## src/rtl/mvm_pkg.sv

```systemverilog
// Shared state encodings and frame-size helpers for the matrix-vector multiplier feeder.
package mvm_pkg;

    typedef logic [3:0] state_t;

    localparam state_t ST_COLLECT = 4'd0;
    localparam state_t ST_LDM     = 4'd1;
    localparam state_t ST_SENDM   = 4'd2;
    localparam state_t ST_LDV     = 4'd3;
    localparam state_t ST_SENDV   = 4'd4;
    localparam state_t ST_STRT    = 4'd5;
    localparam state_t ST_WAIT    = 4'd6;
    localparam state_t ST_CAPT    = 4'd7;
    localparam state_t ST_DRAIN   = 4'd8;

    // Matrix frames carry K*K row-major elements followed by the K-element vector.
    function automatic int mat_frame_words(input int k);
        return k * k + k;
    endfunction

    function automatic int vec_frame_words(input int k);
        return k;
    endfunction

endpackage

```

## src/rtl/mvm_feeder_if.sv

```systemverilog
// Input element stream and result stream of the feeder, grouped for port connection.
// Both streams: a word transfers on a clock edge where valid && ready; the source holds
// valid, data and sideband (s_mat / m_last) stable until that transfer happens.
interface mvm_feeder_if #(parameter int B = 6);
    logic           s_valid;
    logic           s_ready;
    logic [B-1:0]   s_data;
    logic           s_mat;
    logic           m_valid;
    logic           m_ready;
    logic [2*B-1:0] m_data;
    logic           m_last;

    modport master (output s_valid, s_data, s_mat, m_ready,
                    input  s_ready, m_valid, m_data, m_last);
    modport slave  (input  s_valid, s_data, s_mat, m_ready,
                    output s_ready, m_valid, m_data, m_last);
endinterface

```

## src/rtl/mvm_frame_buf.sv

```systemverilog
// Single-clock buffer RAM: one write port, one read port with a registered output.
module mvm_frame_buf #(
    parameter int W     = 6,
    parameter int DEPTH = 20,
    localparam int AW   = (DEPTH > 1) ? $clog2(DEPTH) : 1
) (
    input  logic          clk,
    input  logic          we,
    input  logic [AW-1:0] waddr,
    input  logic [W-1:0]  wdata,
    input  logic          re,
    input  logic [AW-1:0] raddr,
    output logic [W-1:0]  rdata
);

    logic [W-1:0] mem [DEPTH];

    always_ff @(posedge clk) begin
        if (we) mem[waddr] <= wdata;
        if (re) rdata <= mem[raddr];
    end

endmodule

```

## src/rtl/mvm_feeder.sv

```systemverilog
// Buffers matrix/vector frames, replays them to the multiplier as one gap-free burst,
// then captures the K results and returns them on a back-pressured stream.
module mvm_feeder
    import mvm_pkg::*;
#(
    parameter int K       = 4,
    parameter int B       = 6,
    parameter int TIMEOUT = 255
) (
    input  logic           clk,
    input  logic           reset,
    mvm_feeder_if.slave    bus,
    output logic           loadMatrix,
    output logic           loadVector,
    output logic           start,
    input  logic           done,
    output logic [B-1:0]   data_in,
    input  logic [2*B-1:0] data_out,
    output logic           err_nomat,
    output logic           err_timeout,
    output state_t         dbg_state
);

    localparam int MAT_WORDS = mat_frame_words(K);
    localparam int VEC_WORDS = vec_frame_words(K);
    localparam int VEC_BASE  = K * K;
    localparam int CW        = $clog2(MAT_WORDS);
    localparam int RW        = (K > 1) ? $clog2(K) : 1;
    localparam int TW        = $clog2(TIMEOUT + 1);

    localparam logic [CW-1:0] LAST_MATF = CW'(MAT_WORDS - 1);
    localparam logic [CW-1:0] LAST_VECF = CW'(VEC_WORDS - 1);
    localparam logic [CW-1:0] LAST_A    = CW'(K * K - 1);
    localparam logic [CW-1:0] LAST_X    = CW'(K - 1);
    localparam logic [RW-1:0] LAST_R    = RW'(K - 1);
    localparam logic [TW-1:0] TMAX      = TW'(TIMEOUT);

    state_t        state;
    logic [CW-1:0] cnt;
    logic [RW-1:0] rcnt;
    logic [TW-1:0] tcnt;
    logic          mat_q;
    logic          mat_loaded;

    logic          s_fire, s_last, mat_eff, m_fire;
    logic [CW-1:0] in_waddr, in_raddr;
    logic          in_re, res_re;
    logic [RW-1:0] res_raddr;
    logic [B-1:0]  in_rdata;
    logic [2*B-1:0] res_rdata;

    // The frame type is only known from the first word, so that word uses s_mat directly.
    always_comb begin
        s_fire   = (state == ST_COLLECT) && bus.s_valid;
        mat_eff  = (cnt == '0) ? bus.s_mat : mat_q;
        s_last   = s_fire && (cnt == (mat_eff ? LAST_MATF : LAST_VECF));
        m_fire   = (state == ST_DRAIN) && bus.m_ready;
        in_waddr = mat_eff ? cnt : cnt + CW'(VEC_BASE);
    end

    // Read addresses run one element ahead so the registered RAM output lines up with SEND cycles.
    always_comb begin
        in_re     = 1'b0;
        in_raddr  = '0;
        res_re    = 1'b0;
        res_raddr = '0;
        case (state)
            ST_LDM:   in_re = 1'b1;
            ST_SENDM: if (cnt != LAST_A) begin
                in_re    = 1'b1;
                in_raddr = cnt + CW'(1);
            end
            ST_LDV: begin
                in_re    = 1'b1;
                in_raddr = CW'(VEC_BASE);
            end
            ST_SENDV: if (cnt != LAST_X) begin
                in_re    = 1'b1;
                in_raddr = CW'(VEC_BASE) + cnt + CW'(1);
            end
            ST_CAPT:  res_re = (rcnt == LAST_R);
            ST_DRAIN: begin
                res_re    = 1'b1;
                res_raddr = m_fire ? rcnt + RW'(1) : rcnt;
            end
            default: ;
        endcase
    end

    always_ff @(posedge clk or negedge reset) begin
        if (!reset) begin
            state      <= ST_COLLECT;
            cnt        <= '0;
            rcnt       <= '0;
            tcnt       <= '0;
            mat_q      <= 1'b0;
            mat_loaded <= 1'b0;
        end else begin
            case (state)
                ST_COLLECT: if (s_fire) begin
                    if (cnt == '0) mat_q <= bus.s_mat;
                    if (s_last) begin
                        cnt <= '0;
                        if (mat_eff)         state <= ST_LDM;
                        else if (mat_loaded) state <= ST_LDV;
                    end else begin
                        cnt <= cnt + CW'(1);
                    end
                end
                ST_LDM: state <= ST_SENDM;
                ST_SENDM: if (cnt == LAST_A) begin
                    cnt        <= '0;
                    mat_loaded <= 1'b1;
                    state      <= ST_LDV;
                end else begin
                    cnt <= cnt + CW'(1);
                end
                ST_LDV: state <= ST_SENDV;
                ST_SENDV: if (cnt == LAST_X) begin
                    cnt   <= '0;
                    state <= ST_STRT;
                end else begin
                    cnt <= cnt + CW'(1);
                end
                ST_STRT: begin
                    tcnt  <= '0;
                    state <= ST_WAIT;
                end
                ST_WAIT: if (done) begin
                    tcnt  <= '0;
                    state <= ST_CAPT;
                end else if (tcnt == TMAX) begin
                    tcnt  <= '0;
                    state <= ST_COLLECT;
                end else begin
                    tcnt <= tcnt + TW'(1);
                end
                ST_CAPT: if (rcnt == LAST_R) begin
                    rcnt  <= '0;
                    state <= ST_DRAIN;
                end else begin
                    rcnt <= rcnt + RW'(1);
                end
                ST_DRAIN: if (m_fire) begin
                    if (rcnt == LAST_R) begin
                        rcnt  <= '0;
                        state <= ST_COLLECT;
                    end else begin
                        rcnt <= rcnt + RW'(1);
                    end
                end
                default: state <= ST_COLLECT;
            endcase
        end
    end

    mvm_frame_buf #(.W(B), .DEPTH(MAT_WORDS)) u_in_buf (
        .clk   (clk),
        .we    (s_fire),
        .waddr (in_waddr),
        .wdata (bus.s_data),
        .re    (in_re),
        .raddr (in_raddr),
        .rdata (in_rdata)
    );

    mvm_frame_buf #(.W(2*B), .DEPTH(K)) u_res_buf (
        .clk   (clk),
        .we    (state == ST_CAPT),
        .waddr (rcnt),
        .wdata (data_out),
        .re    (res_re),
        .raddr (res_raddr),
        .rdata (res_rdata)
    );

    // Outputs decode straight from state so an asynchronous reset drops them at once.
    assign bus.s_ready  = (state == ST_COLLECT);
    assign bus.m_valid  = (state == ST_DRAIN);
    assign bus.m_data   = (state == ST_DRAIN) ? res_rdata : '0;
    assign bus.m_last   = (state == ST_DRAIN) && (rcnt == LAST_R);
    assign loadMatrix   = (state == ST_LDM);
    assign loadVector   = (state == ST_LDV);
    assign start        = (state == ST_STRT);
    assign data_in      = (state == ST_SENDM || state == ST_SENDV) ? in_rdata : '0;
    assign err_nomat    = s_last && !mat_eff && !mat_loaded;
    assign err_timeout  = (state == ST_WAIT) && !done && (tcnt == TMAX);
    assign dbg_state    = state;

endmodule
```

## src/flat_wrapper.sv

```systemverilog
// flat-port wrapper written by rule: the top's interface ports become plain ports
module mvm_feeder_flat import mvm_pkg::*;
#(
    parameter int K       = 4,
    parameter int B       = 6,
    parameter int TIMEOUT = 255
)
  (clk, reset, loadMatrix, loadVector, start, done, data_in, data_out, err_nomat, err_timeout, dbg_state, bus_s_valid, bus_s_data, bus_s_mat, bus_m_ready, bus_s_ready, bus_m_valid, bus_m_data, bus_m_last);
  mvm_feeder_if #(.B(B)) bus_i ();
  input  logic clk;
  input  logic reset;
  output logic loadMatrix;
  output logic loadVector;
  output logic start;
  input  logic done;
  output logic [B-1:0] data_in;
  input  logic [2*B-1:0] data_out;
  output logic err_nomat;
  output logic err_timeout;
  output state_t dbg_state;
  input wire logic [$bits(bus_i.s_valid)-1:0] bus_s_valid;
  input wire logic [$bits(bus_i.s_data)-1:0] bus_s_data;
  input wire logic [$bits(bus_i.s_mat)-1:0] bus_s_mat;
  input wire logic [$bits(bus_i.m_ready)-1:0] bus_m_ready;
  output wire logic [$bits(bus_i.s_ready)-1:0] bus_s_ready;
  output wire logic [$bits(bus_i.m_valid)-1:0] bus_m_valid;
  output wire logic [$bits(bus_i.m_data)-1:0] bus_m_data;
  output wire logic [$bits(bus_i.m_last)-1:0] bus_m_last;
  assign bus_i.s_valid = bus_s_valid;
  assign bus_i.s_data = bus_s_data;
  assign bus_i.s_mat = bus_s_mat;
  assign bus_i.m_ready = bus_m_ready;
  assign bus_s_ready = bus_i.s_ready;
  assign bus_m_valid = bus_i.m_valid;
  assign bus_m_data = bus_i.m_data;
  assign bus_m_last = bus_i.m_last;
  mvm_feeder #(.K(K), .B(B), .TIMEOUT(TIMEOUT)) u_core (.clk(clk), .reset(reset), .bus(bus_i), .loadMatrix(loadMatrix), .loadVector(loadVector), .start(start), .done(done), .data_in(data_in), .data_out(data_out), .err_nomat(err_nomat), .err_timeout(err_timeout), .dbg_state(dbg_state));
endmodule
```

## config.mk

```make
export PLATFORM = sky130hd
export DESIGN_NAME = mvm_feeder_flat
export DESIGN_NICKNAME = d
export VERILOG_FILES = /design/src/rtl/mvm_pkg.sv /design/src/rtl/mvm_feeder_if.sv /design/src/rtl/mvm_frame_buf.sv /design/src/rtl/mvm_feeder.sv /design/src/flat_wrapper.sv
export SDC_FILE = /design/constraint.sdc
export NUM_CORES = 1
export LEC_CHECK = 0
export BUFFER_PORTS_ARGS = -buffer_cell sky130_fd_sc_hd__buf_2
export CORE_MARGIN = 8
export CORE_UTILIZATION = 55
export CTS_CLUSTER_DIAMETER = 200
export DETAILED_ROUTE_END_ITERATION = 6
export HOLD_SLACK_MARGIN = 0.02
export PLACE_DENSITY = 0.7
export SKIP_CTS_REPAIR_TIMING = 1
export SYNTH_ARGS = -nofsm -noshare
export SYNTH_HDL_FRONTEND = slang
export SYNTH_SLANG_ARGS = --single-unit
```

## constraint.sdc

```tcl
create_clock -name clk -period 3.3 [get_ports clk]
set_clock_uncertainty 0.1 [all_clocks]
set_input_delay 0.99 -clock clk [delete_from_list [all_inputs] [get_ports clk]]
set_output_delay 0.99 -clock clk [all_outputs]
set_load 0.005 [all_outputs]
```

==> results.toml <==
[status]
status = "finished clean"

[sta]
fin_crit_sh_pct = 98.32
period_needed_ps = 3245
slew_headroom_pct = 49.59
fmax_mhz = 308.2
hold-worst-slack_ps = 360.7
final_hold_viol_count = 0
drv_slew = 0
tightest_slew_ps = 755.6
rsz0062_at_grt = "true"
finalSetupViolations = 0

[yosys]
syn_area_um2 = 9122
synthDistinctLibCells = 65
syn_inst = 642
ys_ff_latch = 207
ys_seq_area_share_pct = 66.99
ys.warnings.count = 0
synth_commonest_cells = "edfxtp_1 (186), nand2_1 (56), nor2_1 (47)"
yosysTopAreaCell = "edfxtp_1"
ys.flop_type = "edfxtp_1"
syn_nets = 678
synth.most_common_cell = "edfxtp_1"
syn_area_per_cell_um2 = 14.21
yosys.area.top_type_share_pct = 61.23
synth.area.top_cells = "edfxtp_1 (61%), dfrtp_1 (5.8%), mux4_2 (3.0%), nand2_1 (2.3%), mux2_2 (2.1%)"
synth_enable_flop_cells = 186
async_reset_ff_share_pct = 10.14

[clock_tree]
clockBufferDepth = 3
clock_latency_ps = 500
clkTransAtPathRegs_ps = 60
cts_tree = "built"
ctsRootBufferMaster = "clkbuf_16"
cts-htree-levels = 1
cts_sinks = 207
cts_made_buffers = 22

[power]
ir_drop_uv = 485.2
cellPowerDensity_nw_per_um2 = 845.9
power.leakage_nw = 3.731

[drt]
drc_errors = 0
final_antenna_net_count = 0
viasPerCell = 5.925
wirelength_mm = 19.31
drt-pass1-iter-count = 5
drtIter0Drc = 444
detail_route.wl_per_cell_um = 20.39
num_vias = 5611

[job]
cap_violations = 0

[global_route]
grt_overflow_total = 0
grt_pass1_vias = 5515
gr-usage-all-layers_pct = 18.51
grt_max_degree = 53
antenna_found_initial = 0
grt_first_pass_wirelength_mm = 29.79

[layout]
drive_gt1_share_pct = 24.07
layout.nets = 749
syn2layout_area_growth_pct = 14.44
fin_area_um2 = 10440
antenna_cells = 0

[setup_path]
start_kind = "flop"
worstReg2RegStart = "u_core.cnt[1]"
arrival_ps = 2150
path_class = "reg2out"
crit_path_end_kind = "output port"
worst-path-max-fanout = 3
startpoint = "u_core.cnt[0]"
worstPathRequired_ps = 2210

[die]
design.portCount = 54
die_x_um = 144.8
rows = 47
dieArea_um2 = 20960
fp.dieH_um = 144.8
start_util_pct = 55.60
core_area_um2 = 16410

[place]
hpwl_mm = 12.59
place_area_um2 = 9644
port-buffer-count = 53
gp_congestion = 0.8203

[min_path]
min_path_type = "in2async"
placed cells by master (no fill, tap or decap), types with 8 or more instances in the layout:
master	netlist	layout
edfxtp_1	186	186
nand2_1	56	56
buf_2	10	53
nor2_1	47	47
and2_1	27	27
buf_4	3	27
clkbuf_16	0	23
a31oi_1	22	22
o21ai_0	19	19
mux2_2	17	17
a21oi_1	17	17
dfrtp_1	21	15
inv_1	16	14
a211oi_1	13	13
mux4_2	12	12
o221ai_1	12	12
and2_0	11	11
ha_1	12	11
nand3_1	10	10
mux2i_1	8	8
worst paths after layout:
check	endpoint	slack [ps]	depth (start not counted)
max in group asynchronous	u_core.cnt[3]	2360	1
min in group clk	u_core.tcnt[4]	370	1
min reg2reg	u_core.tcnt[4]	370	1
max	err_nomat	60	7
max reg2reg	u_core.u_in_buf.rdata[3]	250	11
min	u_core.dbg_state[0]	360	1
stage by stage:
stage	utilization, %	TNS (ps)	setup slack [ps]	instances	total power [mW]
6_report	63.63	0	55.28	947	8.831
3_3_place_gp	58.78	0	176.2	906	6.221
2_1_floorplan	-	0	203.1	642	5.434
3_5_place_dp	58.78	0	194.1	906	6.314
4_1_cts	63.22	-1076	-268.9	944	8.794
5_1_grt	63.63	-20.33	-20.33	947	9.270
state kept, by name, indices dropped and copies added (netlist names):
signal and count:
u_core.tcnt 8, u_core.mat_loaded 1, u_core.rcnt 2, u_core.u_in_buf.rdata 6
u_core.u_res_buf.rdata 12, u_core.cnt 5, u_core.mat_q 1, u_core.u_res_buf.mem 48
u_core.dbg_state 4, u_core.u_in_buf.mem 120
power breakdown:
| group | switching, mW | internal, mW |
|---|---|---|
| logic | 1.75 | 1.28 |
| registers | 0.208 | 3.12 |
| clock network | 0.972 | 1.50 |
| total | 2.93 | 5.90 |
critical path, stage by stage (launching register included):
cell and delay [ps]:
dfrtp_2 430, inv_2 90, ha_4 150, mux2i_1 170, mux2i_1 120, or3_4 390
nor3_2 170, buf_2 140
logic make-up after synthesis:
logic type               count (synthesis)  synth area share [%]
flip-flops                             207                 66.99
AND/OR/NAND/NOR                        194                 11.29
AO/OA/AOI/OAI                          134                 10.38
buffers and inverters                   50                 2.990
multiplexers                            37                 5.939
adder cells (fa/ha/maj)                 12                 1.646
XOR/XNOR                                 8                0.7681
layer usage:
metal,wire length [µm],vias up,track usage (%)
met1,8094,2786,23.07
met3,992,43,3.346
li1,-,2605,-
met2,9636,177,31.56
met5,0,-,0
met4,588,0,7.010
area by class of cell:
class	instances	area [µm²]
sequential	207	6118
fill	1201	5967
multi-input combinational	385	2784
clock buffer	24	579.3
timing repair buffer	80	467.9
tap	220	275.3
clock inverter	14	148.9
inverter	17	66.31
(Power assumes the default switching activity.)
